[config.mk]
export PLATFORM = sky130hd
export DESIGN_NAME = alu_op_dispatch
export DESIGN_NICKNAME = d
export VERILOG_FILES = /design/src/rtl/alu_pkg.sv /design/src/rtl/dispatch_timeout_ctr.sv /design/src/rtl/alu_op_dispatch.sv
export SDC_FILE = /design/constraint.sdc
export NUM_CORES = 1
export LEC_CHECK = 0
export BUFFER_PORTS_ARGS = -buffer_cell sky130_fd_sc_hd__buf_2
export CAP_MARGIN = 30
export CORE_MARGIN = 2
export CORE_UTILIZATION = 35
export CTS_CLUSTER_SIZE = 28
export DETAILED_ROUTE_END_ITERATION = 12
export MAX_ROUTING_LAYER = met4
export PLACE_DENSITY = 0.65
export REMOVE_ABC_BUFFERS = 1
export SYNTH_ARGS = -nofsm -noshare
export SYNTH_HDL_FRONTEND = slang
export SYNTH_HIERARCHICAL = 1
export SYNTH_SLANG_ARGS = --single-unit
export TNS_END_PERCENT = 30
[constraint.sdc]
create_clock -name clk -period 2.2 [get_ports clk]
set_input_delay 0.11 -clock clk [delete_from_list [all_inputs] [get_ports clk]]
set_output_delay 0.11 -clock clk [all_outputs]
set_load 0.1 [all_outputs]
[src/rtl/alu_pkg.sv]
// Shared ALU definitions: unit select encoding (common to dispatcher and result mux),
// dispatcher state encoding and the default operand width.
package alu_pkg;

    localparam int ALU_DATA_W = 8;

    localparam logic [1:0] SEL_ARITH = 2'b00;
    localparam logic [1:0] SEL_CMP   = 2'b01;
    localparam logic [1:0] SEL_LOGIC = 2'b10;
    localparam logic [1:0] SEL_NONE  = 2'b11;

    typedef enum logic [1:0] {
        ST_IDLE  = 2'b00,
        ST_ISSUE = 2'b01,
        ST_WAIT  = 2'b10,
        ST_DONE  = 2'b11
    } state_e;

endpackage

[src/rtl/dispatch_timeout_ctr.sv]
// WAIT-state cycle counter with clear, enable and a terminal-count flag at TIMEOUT-1.
module dispatch_timeout_ctr #(
    parameter int TIMEOUT = 16
) (
    input  logic clk,
    input  logic reset,
    input  logic clr_i,
    input  logic en_i,
    output logic tc_o
);

    localparam int CNT_W = $clog2(TIMEOUT);
    localparam logic [CNT_W-1:0] TC_VAL = CNT_W'(TIMEOUT - 1);

    logic [CNT_W-1:0] cnt_q, cnt_d;

    always_comb begin
        cnt_d = cnt_q;
        if (clr_i) begin
            cnt_d = '0;
        end else if (en_i) begin
            cnt_d = cnt_q + CNT_W'(1);
        end
    end

    always_ff @(posedge clk) begin
        if (reset) begin
            cnt_q <= '0;
        end else begin
            cnt_q <= cnt_d;
        end
    end

    assign tc_o = (cnt_q == TC_VAL);

endmodule

[src/rtl/alu_op_dispatch.sv]
// Routes one registered operation request to the selected ALU unit, waits for its
// done (or a timeout) and returns the 9-bit result with an error qualifier.
module alu_op_dispatch
    import alu_pkg::*;
#(
    parameter int DATA_W  = ALU_DATA_W,
    parameter int TIMEOUT = 16
) (
    input  logic              clk,
    input  logic              reset,
    input  logic              req_valid,
    output logic              req_ready,
    input  logic [1:0]        sel,
    input  logic [DATA_W-1:0] a,
    input  logic [DATA_W-1:0] b,
    output logic [DATA_W-1:0] op_a,
    output logic [DATA_W-1:0] op_b,
    output logic              arith_start,
    output logic              cmp_start,
    output logic              logic_start,
    input  logic              arith_done,
    input  logic              cmp_done,
    input  logic              logic_done,
    input  logic [DATA_W:0]   arith_res,
    input  logic [DATA_W:0]   cmp_res,
    input  logic [DATA_W:0]   logic_res,
    output logic              res_valid,
    input  logic              res_ready,
    output logic [DATA_W:0]   res,
    output logic              err
);

    state_e            state_q, state_d;
    logic [1:0]        sel_q, sel_d;
    logic [DATA_W-1:0] op_a_q, op_a_d, op_b_q, op_b_d;
    logic [DATA_W:0]   res_q, res_d;
    logic              err_q, err_d;
    logic              unit_done;
    logic [DATA_W:0]   unit_res;
    logic              ctr_clr, ctr_en, ctr_tc;

    // Only the selected unit's done/result is visible; stray dones never reach the FSM.
    always_comb begin
        unit_done = 1'b0;
        unit_res  = '0;
        case (sel_q)
            SEL_ARITH: begin unit_done = arith_done; unit_res = arith_res; end
            SEL_CMP:   begin unit_done = cmp_done;   unit_res = cmp_res;   end
            SEL_LOGIC: begin unit_done = logic_done; unit_res = logic_res; end
            default:   begin unit_done = 1'b0;       unit_res = '0;        end
        endcase
    end

    always_comb begin
        state_d = state_q;
        sel_d   = sel_q;
        op_a_d  = op_a_q;
        op_b_d  = op_b_q;
        res_d   = res_q;
        err_d   = err_q;
        ctr_clr = 1'b0;
        ctr_en  = 1'b0;
        case (state_q)
            ST_IDLE: begin
                if (req_valid) begin
                    sel_d  = sel;
                    op_a_d = a;
                    op_b_d = b;
                    if (sel == SEL_NONE) begin
                        res_d   = '0;
                        err_d   = 1'b0;
                        state_d = ST_DONE;
                    end else begin
                        state_d = ST_ISSUE;
                    end
                end
            end
            ST_ISSUE: begin
                ctr_clr = 1'b1;
                state_d = ST_WAIT;
            end
            ST_WAIT: begin
                // Done is checked before the terminal count so a coincident done wins.
                if (unit_done) begin
                    res_d   = unit_res;
                    err_d   = 1'b0;
                    state_d = ST_DONE;
                end else if (ctr_tc) begin
                    res_d   = '0;
                    err_d   = 1'b1;
                    state_d = ST_DONE;
                end else begin
                    ctr_en = 1'b1;
                end
            end
            ST_DONE: begin
                if (res_ready) begin
                    state_d = ST_IDLE;
                end
            end
            default: state_d = ST_IDLE;
        endcase
    end

    always_ff @(posedge clk) begin
        if (reset) begin
            state_q <= ST_IDLE;
            sel_q   <= SEL_NONE;
            op_a_q  <= '0;
            op_b_q  <= '0;
            res_q   <= '0;
            err_q   <= 1'b0;
        end else begin
            state_q <= state_d;
            sel_q   <= sel_d;
            op_a_q  <= op_a_d;
            op_b_q  <= op_b_d;
            res_q   <= res_d;
            err_q   <= err_d;
        end
    end

    dispatch_timeout_ctr #(
        .TIMEOUT(TIMEOUT)
    ) u_timeout_ctr (
        .clk   (clk),
        .reset (reset),
        .clr_i (ctr_clr),
        .en_i  (ctr_en),
        .tc_o  (ctr_tc)
    );

    assign req_ready   = (state_q == ST_IDLE);
    assign res_valid   = (state_q == ST_DONE);
    assign arith_start = (state_q == ST_ISSUE) && (sel_q == SEL_ARITH);
    assign cmp_start   = (state_q == ST_ISSUE) && (sel_q == SEL_CMP);
    assign logic_start = (state_q == ST_ISSUE) && (sel_q == SEL_LOGIC);
    assign op_a        = op_a_q;
    assign op_b        = op_b_q;
    assign res         = res_q;
    assign err         = err_q;

endmodule

=== After elaboration in Yosys (flattened, before gate mapping) ===
Index checks and enable logic that the tools add are counted.

* Add/subtract/negate cells: 1
* Equality and inequality tests: 11
* Muxes and demuxes: 22
* Reductions and logical operators: 10

{| class="wikitable"
|+ Operator list
! kind !! count
|-
| 9-bit two-way mux || 4
|-
| 9-bit case mux with 3 select lines || 1
|-
| 9-bit case mux with 2 select lines || 1
|-
| 2-bit two-way mux || 5
|-
| 2-bit == test (second input constant) || 4
|-
| 1-bit two-way mux || 8
|-
| 2-bit case mux with 4 select lines || 1
|-
| 4-bit by 1-bit adder with 4-bit output (second input constant) || 1
|-
| 2-bit by 1-bit == test with 1-bit output (second input constant) || 2
|-
| 4-bit == test (second input constant) || 1
|-
| 2-bit logical NOT || 2
|-
| 2-bit by 1-bit inequality test with 1-bit output (second input constant) || 2
|-
| 4-bit AND reduction || 1
|-
| 1-bit logical AND || 3
|-
| 3-bit inequality test (second input constant) || 1
|-
| 1-bit case mux with 3 select lines || 1
|-
| 3-bit AND reduction || 1
|-
| 2-bit inequality test (second input constant) || 1
|-
| 1-bit case mux with 2 select lines || 1
|-
| 2-bit AND reduction || 1
|-
| 2-bit nonzero test || 1
|-
| 2-bit OR reduction || 1
|}

* Flip-flop bits (word level): 34
* Output and inout bits: 31
* Logic and storage cells: 51

=== Logic depth before layout (Yosys ltp) ===
Gate-level depths: netlist (run 1).

* Depth in word-level cells: 4
* Gate-level depth with buffers: 7
* Mapped depth without buffers: 7

=== Cells and area by module ===
The synthesis (run 1) kept the hierarchy.

{| class="wikitable"
|+ Modules (own cells, without submodules)
! module !! instances !! cells an instance !! area each (sq um) !! sequential area each (sq um)
|-
| alu_op_dispatch || 1 || 165 || 1408.9 || 600.6
|-
| dispatch_timeout_ctr || 1 || 18 || 183.9 || 80.1
|}

=== Least setup slack after synthesis (run 1) ===
OpenSTA, ideal clock, no wires.

* Path kind: register -> output
* From: reg state_q[1]
* To: out arith_start
* Arrival time: 2.827 ns
* Data required time: 2.090 ns
* Slack: -0.737 ns
* Cell stages (with the launch flop): 4
* Cells stage by stage: dfxtp_1 -> inv_1 -> ha_1 -> nor3b_1

* Word-level cells in the longest chain between the ends: 2

{| class="wikitable"
|+ Ends and longest elaborated chain
! element !! RTL line !! text
|-
| from (decl) || alu_op_dispatch.sv:33 || <nowiki>state_e state_q, state_d;</nowiki>
|-
| from (signal assigned) || alu_op_dispatch.sv:114 || <nowiki>state_q <= state_d;</nowiki>
|-
| 2-bit by 1-bit == test with 1-bit output || alu_op_dispatch.sv:135 || <nowiki>assign arith_start = (state_q == ST_ISSUE) && (sel_q == SEL_ARITH);</nowiki>
|-
| 1-bit logical AND || alu_op_dispatch.sv:135 ||
|-
| to (decl) || alu_op_dispatch.sv:18 || <nowiki>output logic arith_start,</nowiki>
|}

No other way between the ends.

=== Worst setup path in the final report (run 1) ===
* From: reg state_q[1]
* To: reg res_q[7] (netlist: res[7])

* Word-level cells in the longest chain between the ends: 3
* Elaborated cells between the ends (all ways): 8

{| class="wikitable"
|+ Ends and longest elaborated chain
! element !! RTL line !! text
|-
| 2-bit == test / 2-bit logical NOT (equally long branches) || alu_op_dispatch.sv:63 || <nowiki>case (state_q)</nowiki>
|-
| 3-bit inequality test (no source line) (tied with other cells) || - ||
|-
| 4-bit AND reduction (no source line) || - ||
|-
| to (signal assigned) || alu_op_dispatch.sv:118 || <nowiki>res_q <= res_d;</nowiki>
|-
| to (decl) || alu_op_dispatch.sv:36 || <nowiki>logic [DATA_W:0] res_q, res_d;</nowiki>
|}

Several ways; a longest one is shown, not always the timed one.
A chain may end at the register's enable or synchronous reset.

==> summary.txt, run 1 <==
Die
  – Core Area: 0.004384 mm2
  – Chip Width: 71.46 um
  – Die area: 0.005107 mm2
  – Rows: 24
  – Initial Util: 36.33%
  – IO Count: 83
  – Chip height: 71.46 um

Route
  – Detail Route Antenna Nets: 0
  – DR vias/cell: 4.856
  – Drt pass-1 iters: 4
  – DRC errors left: 0
  – Total Wirelength: 4.025 mm
  – Initial drt markers: 57
  – WL/cell: 12.62 um
  – Via count: 1,549

Timing
  – Final setup viols: 0
  – Fmax: 0.5223 GHz
  – Fin. Hold Viols: 0
  – Worst-Margin Slew: 0.4996 ns
  – Final Hold Slack: 0.05135 ns
  – Setup ws final: 0.2855 ns
  – Relative slew slack: 66.92%
  – Period utilisation layout: 87.02%
  – RSZ-0062 raised after global routing: false
  – Skew final: 0.006302 ns
  – Max Slew Vio Count: 0
  – Min Tclk post-route: 1.914 ns

Pwr
  – Sw Ratio: 45.06%
  – Net Switching: 0.001239 W
  – Combinational Power Share: 46.0%
  – Flop pwr share: 27.9%
  – Worst vdd rail ir drop: 0.0006015 V
  – LEAKAGE: 1.105 nW
  – Cell Int Power: 0.001510 W
  – Clock network power share: 26.0%
  – Pwr/cell area: 1258 mW/mm2

Setup path
  – WP buf/inv: 1
  – Crit path kind: register to register
  – Element type at the critical path end: register
  – Crit path cell chain: inv_1 -> ha_1 -> nand2_4 -> o22ai_2 -> and4b_1 -> a22o_1
  – CP top delay family: simple AND/OR/NAND/NOR gates
  – Crit path max-delay cell type: and4b_1
  – Worst EP arrival: 2.15 ns
  – Startpoint Class: register
  – Critical Path RT: 2.44 ns
  – CP peak stage delay: 0.43 ns
  – Worst-path maximum fanout: 19

Synth
  – Cell area after synthesis: 0.001593 mm2
  – Synth area leaders: dfxtp_1 (43%), nand2_1 (11%), mux2i_1 (6.9%)
  – Largest area contributor in the netlist: dfxtp_1
  – Seq cells post-synth: 34
  – Synth warn: 6
  – Top-count cell post-synth: nand2_1
  – Post-synth top flop: dfxtp_1
  – Yosys top cell area share: 42.73%
  – Seq/Total Area, Yosys: 42.73%
  – Syn_area_per_cell: 8.704 um2
  – Post-synth EDFFs: 0
  – Synth top cells by count: nand2_1 (46), dfxtp_1 (34), a21oi_1 (19)
  – Netlist cell types: 34
  – Synthesized instance count: 183
  – Ys async rst share: 0%

Clocking
  – H-tree lvl count: 2
  – Clk buf depth: 2
  – TritonCTS clock tree: built
  – Clock Pin Slew Worst Setup and Hold Paths: 0.07 ns
  – Hold_buf cts: 0
  – Cts bufs inserted: 5
  – Clock Latency Late Sink: 0.29 ns
  – Post-CTS setup buffer count: 0
  – TritonCTS Sinks: 34
  – Clock root buffer: clkbuf_8
  – Post-CTS sizing: 0

Layout
  – Layout Utilization: 49.83%
  – Antenna Cells: 0
  – Fillers: 432
  – Nets: 323
  – Share of layout cells above drive strength 1: 38.20%
  – Area Overhead vs Synth: 37.16%
  – Area of the multi-input gates: 837.1 um2
  – Area taken by flip-flops and latches: 680.7 um2

Worst hold path
  – Hold WC Path Type: primary input to register

Global route
  – Met3 Resource Use GR: 6.751%
  – Met1 global-route usage: 21.20%
  – Total gr overflow: 0
  – Initial antenna violation count: 0
  – GRT busiest layer: met2
  – GRT met2 Usage: 24.38%
  – Pin count of the biggest net entering global routing: 27
  – Total GRT Usage: 16.68%
  – Number of global-route vias before repair: 1,488
  – Global-route wire length before repair: 6.596 mm

Job
  – Max-cap violations: 0

Placed design
  – PortBufs: 82
  – Dpl hpwl: 3.003 mm
  – Setup WS pre-CTS: 0.2846 ns
  – Gp weighted congestion: 0.7414

Outcome
  – Status: finished, final reports clean
## power groups by stage
stage          Combinational [W]  Sequential (W)  Clock [W]
3_5_place_dp             0.00128        0.000780          0
3_3_place_gp             0.00127        0.000779          0
5_1_grt                  0.00137        0.000780   0.000754
6_report                 0.00127        0.000767   0.000716
2_1_floorplan           0.000611         0.00117          0
4_1_cts                  0.00128        0.000768   0.000735
## state kept, by name (all words and copies together), names as in the netlist
signal               count
res                      9
op_a                     8
op_b                     8
u_timeout_ctr/cnt_q      4
sel_q                    2
state_q                  2
err                      1
## placed cells by master, fill, tap and decap left out, drive strengths merged
cell type,Yosys,final
nand4,1,1
a21bo,1,1
nand3b,4,4
o21ai,10,10
mux2,1,1
nand3,1,1
or2b,1,1
nor3b,2,2
clkbuf,5,6
a21oi,20,20
and4b,1,1
buf,5,86
o2111ai,1,1
nand2,47,47
nor2,4,4
bufinv,0,2
a211oi,1,1
and3b,1,1
xnor2,1,1
o22ai,1,1
ha,5,5
or2,2,2
dfxtp,34,34
inv,5,5
a221oi,2,2
nor3,1,1
and3,1,1
mux2i,11,11
and2,2,2
a22o,9,9
nor2b,2,2
nand2b,1,1
## layer usage
layer,vias to the layer above,share of wire (%)
met5,-,0
met4,0,0.77
met3,4,12
met2,82,41
met1,672,46
li1,791,-
## final cells by class
class,count,share of cell area [%]
clock inverter,2,2.749
multi-input combinational,134,38.32
clock buffer,6,3.780
inverter,5,0.8591
sequential,34,31.16
timing repair buffer,86,20.16
tap,52,2.978
## through the flow
step	setup TNS (ns)	instances	cell area, um2	power, W
6_report	0	319	2185	0.002748
5_1_grt	0	319	2185	0.002905
4_1_cts	0	319	2185	0.002782
3_3_place_gp	0	311	2042	0.002044
3_5_place_dp	0	311	2042	0.002056
2_1_floorplan	-3.107	173	1536	0.001782
## worst reg2reg max path: cells and delay by family (launching register included)
kind            cells  cell delay [ns]
buf+inv             1             0.10
fa+ha+maj           1             0.33
compound gates      2             0.48
flops               1             0.33
simple gates        2             0.64
## path summary, 6_finish.rpt
path	cells after the start	slack [ns]	from	endpoint
setup reg to reg	6	0.29	state_q[1]	res[7]
setup / recovery	6	0.29	state_q[1]	res[7]
hold / removal	3	0.05	b[6]	op_b[6]
hold reg to reg	2	0.45	op_b[6]	op_b[6]
## logic make-up after synthesis
kind of cell | share of synthesized area, %
flip-flops | 42.73
adder cells (fa/ha/maj) | 3.928
XOR/XNOR | 0.5500
AO/OA/AOI/OAI | 19.01
buffers and inverters | 4.713
multiplexers | 7.620
AND/OR/NAND/NOR | 21.45
Note: power is estimated with default switching activity, not from simulation.
==> run 2, diff against run 1 <==
--- a/config.mk
+++ b/config.mk
@@ -7,15 +7,15 @@
 export LEC_CHECK = 0
 export BUFFER_PORTS_ARGS = -buffer_cell sky130_fd_sc_hd__buf_2
 export CAP_MARGIN = 30
+export CORE_ASPECT_RATIO = 0.8
 export CORE_MARGIN = 2
 export CORE_UTILIZATION = 35
 export CTS_CLUSTER_SIZE = 28
 export DETAILED_ROUTE_END_ITERATION = 12
 export MAX_ROUTING_LAYER = met4
-export PLACE_DENSITY = 0.65
+export PLACE_DENSITY = 0.63
 export REMOVE_ABC_BUFFERS = 1
 export SYNTH_ARGS = -nofsm -noshare
 export SYNTH_HDL_FRONTEND = slang
-export SYNTH_HIERARCHICAL = 1
 export SYNTH_SLANG_ARGS = --single-unit
 export TNS_END_PERCENT = 30
==> run 2 against run 1 <==
Cell count grew 9.7%. Global-route usage fell by 0.45 points. Largest cell class unchanged. Count of clock-buffer cells in the layout rose by 1. Maximum frequency decreased by 0.43%. Routed wire length rose by 5.3%. Die area increased by 7.3%. Clock power down 34%. Highest routed layer unchanged. Final area grew 5.6%. Setup slack worse by 0.0083 ns. Critical endpoint is now res[3]. Sequential share of layout area fell by 1.6 points.
==> summary.txt, run 2 <==
Synth
  – Synthesized instance count: 204
  – Yosys top cell area share: 39.71%
  – Cell area after synthesis: 0.001714 mm2
  – Netlist cell types: 36
  – Synth area leaders: dfxtp_1 (40%), mux2i_1 (11%), nand2_1 (8.8%)
  – Post-synth top flop: dfxtp_1
  – Synth warn: 0
  – Ys async rst share: 0%
  – Seq/Total Area, Yosys: 39.71%
  – Synth top cells by count: nand2_1 (40), dfxtp_1 (34), a21oi_1 (19), mux2i_1 (19), nor2_1 (15)
  – Seq cells post-synth: 34
  – Largest area contributor in the netlist: dfxtp_1
  – Syn_area_per_cell: 8.403 um2
  – Post-synth EDFFs: 0
  – Top-count cell post-synth: nand2_1

Clocking
  – Hold_buf cts: 0
  – Post-CTS setup buffer count: 0
  – Clock root buffer: clkbuf_8
  – Clk buf depth: 2
  – H-tree lvl count: 2
  – Cts bufs inserted: 5
  – TritonCTS Sinks: 34
  – Post-CTS sizing: 0
  – TritonCTS clock tree: built
  – Clock Latency Late Sink: 0.28 ns
  – Clock Pin Slew Worst Setup and Hold Paths: 0.07 ns

Setup path
  – Critical Path RT: 2.41 ns
  – Worst-path maximum fanout: 9
  – Worst Setup SP: state_q[0]
  – Reg2reg setup slack: 0.28 ns
  – Crit path kind: register to register
  – Startpoint Class: register
  – Crit Reg-Reg Startpoint: state_q[0]
  – Worst EP arrival: 2.13 ns
  – Reg2Reg Capture Point: res[3]
  – Element type at the critical path end: register
  – Reg2Reg Depth: 6

Worst hold path
  – Hold Startpoint: b[0]
  – Hold Path Depth: 3
  – Hold path endpoint: op_b[0]
  – Hold WC Path Type: primary input to register

Timing
  – Period utilisation layout: 87.40%
  – RSZ-0062 raised after global routing: false
  – Final setup viols: 0
  – Skew final: 0.008997 ns
  – Fmax: 0.5201 GHz
  – Relative slew slack: 67.29%
  – Min Tclk post-route: 1.923 ns
  – Max Slew Vio Count: 0
  – Fin. Hold Viols: 0
  – Worst-Margin Slew: 0.4941 ns

Pwr
  – Net Switching: 0.001234 W
  – Combinational Power Share: 50.9%
  – LEAKAGE: 1.150 nW
  – Pwr/cell area: 1107 mW/mm2
  – Cell Int Power: 0.001319 W
  – Worst vdd rail ir drop: 0.0007474 V
  – Flop pwr share: 30.4%
  – Clock network power share: 18.6%
  – Sw Ratio: 48.35%

Layout
  – Nets: 346
  – Cell Count, Final, Fillers Out: 350
  – Commonest non-fill, non-tap cell in the layout: buf_2
  – Max reg flops: 9
  – Post-route cell area: 0.002306 mm2
  – Most frequent cells in the layout: buf_2 (81), nand2_1 (40), dfxtp_1 (34), a21oi_1 (19), mux2i_1 (19)
  – Share of layout cells above drive strength 1: 34.83%
  – Antenna Cells: 0
  – Area Overhead vs Synth: 34.53%
  – Area of the multi-input gates: 977.2 um2
  – Fillers: 489
  – Area taken by flip-flops and latches: 680.7 um2

Route
  – Via count: 1,610
  – Drt pass-1 iters: 4
  – DRC errors left: 0
  – Total Wirelength: 4.239 mm
  – Detail Route Antenna Nets: 0
  – WL/cell: 12.11 um
  – DR vias/cell: 4.600
  – Initial drt markers: 81

Job
  – Max-cap violations: 0

Die
  – IO Count: 83
  – Die area: 0.005477 mm2
  – Chip height: 66.60 um
  – Rows: 22
  – Core Area: 0.004652 mm2
  – Chip Width: 82.24 um
  – Initial Util: 36.85%

Global route
  – Total gr overflow: 0
  – Initial antenna violation count: 0
  – Pin count of the biggest net entering global routing: 34
  – Global-route wire length before repair: 6.575 mm
  – Number of global-route vias before repair: 1,415
  – Total GRT Usage: 16.23%

Outcome
  – Status: finished, final reports clean

Placed design
  – Placed insts: 342
  – PortBufs: 82
  – Dpl hpwl: 3.122 mm
  – Placed cell area: 0.002215 mm2
  – Gp weighted congestion: 0.7623
[run 2: cell count changes after synthesis, moves of 6 or more]
cell / before / now
nand2b_1: 1 / 12
and2_1: 2 / 11
nand2_1: 46 / 40
nor2_1: 4 / 15
mux2i_1: 11 / 19
a22o_1: 9 / 1
[run 2: power groups by stage]
stage	Combinational, W	Sequential [W]	Clock, W
6_report	0.00130	0.000777	0.000476
3_3_place_gp	0.00131	0.000789	0
2_1_floorplan	0.000635	0.00117	0
3_5_place_dp	0.00131	0.000792	0
4_1_cts	0.00131	0.000778	0.000490
5_1_grt	0.00139	0.000790	0.000528
[run 2: kinds of logic (layout without fill, tap and decap cells)]
kind of cell	Yosys count	in the layout	share of synthesized area, %
adders and majority gates	5	5	3.650
AOI/OAI and AO/OA	41	41	15.33
xor gates and xnor gates	1	1	0.5110
and+or+nand+nor	90	90	25.11
DFF	34	34	39.71
buffers and inverters	13	99	3.284
muxes	20	20	12.41
[run 2: routing by layer]
metal,wire (um),track usage [%],vias up
met3,292,4.201,2
met5,0,-,-
met2,1769,22.78,49
li1,-,-,859
met4,16,4.375,0
met1,2161,22.91,700
[run 2: final cells by class]
type                    instances  share of cell area [%]
inverters                       3                  0.4883
repair buffers                 88                   20.40
flip-flops and latches         34                   29.52
clock buffers                   7                   3.744
well taps                      60                   3.256
multi-input cells             157                   42.38
clock inverters                 1                  0.2170
[run 2: how the worst max path moves through the flow]
| stage | endpoint | slack, ns | cells past startpoint |
|---|---|---|---|
| 6_report | res[3] | 0.28 | 6 |
| 5_1_grt | res[3] | 0.14 | 6 |
| 4_1_cts | res[3] | 0.29 | 6 |
| 3_5_place_dp | res[4] | 0.30 | 6 |
| 3_3_place_gp | res[6] | 0.38 | 6 |
| 2_1_floorplan | arith_start | -0.68 | 1 |
[run 2: worst max-delay path: stages (launching register included)]
cell	delay [ns]
dfxtp_1	0.34
inv_1	0.09
ha_1	0.32
or3b_2	0.48
o22ai_2	0.31
o21ai_0	0.15
mux2i_1	0.16
[run 2: metrics by stage]
step / hold WS (ns) / utilization [%] / worst slack (ns) / TNS [ns] / power (W)
final: 0.06037 / 49.57 / 0.2772 / 0 / 0.002553
after global routing: 0.04824 / 49.57 / 0.1400 / 0 / 0.002710
after CTS: 0.05743 / 49.57 / 0.2906 / 0 / 0.002579
after detailed placement: 0.3547 / 47.61 / 0.2953 / 0 / 0.002100
after global placement: 0.3529 / 47.61 / 0.3832 / 0 / 0.002097
after floorplan: 0.1791 / - / -0.6819 / -5.442 / 0.001805
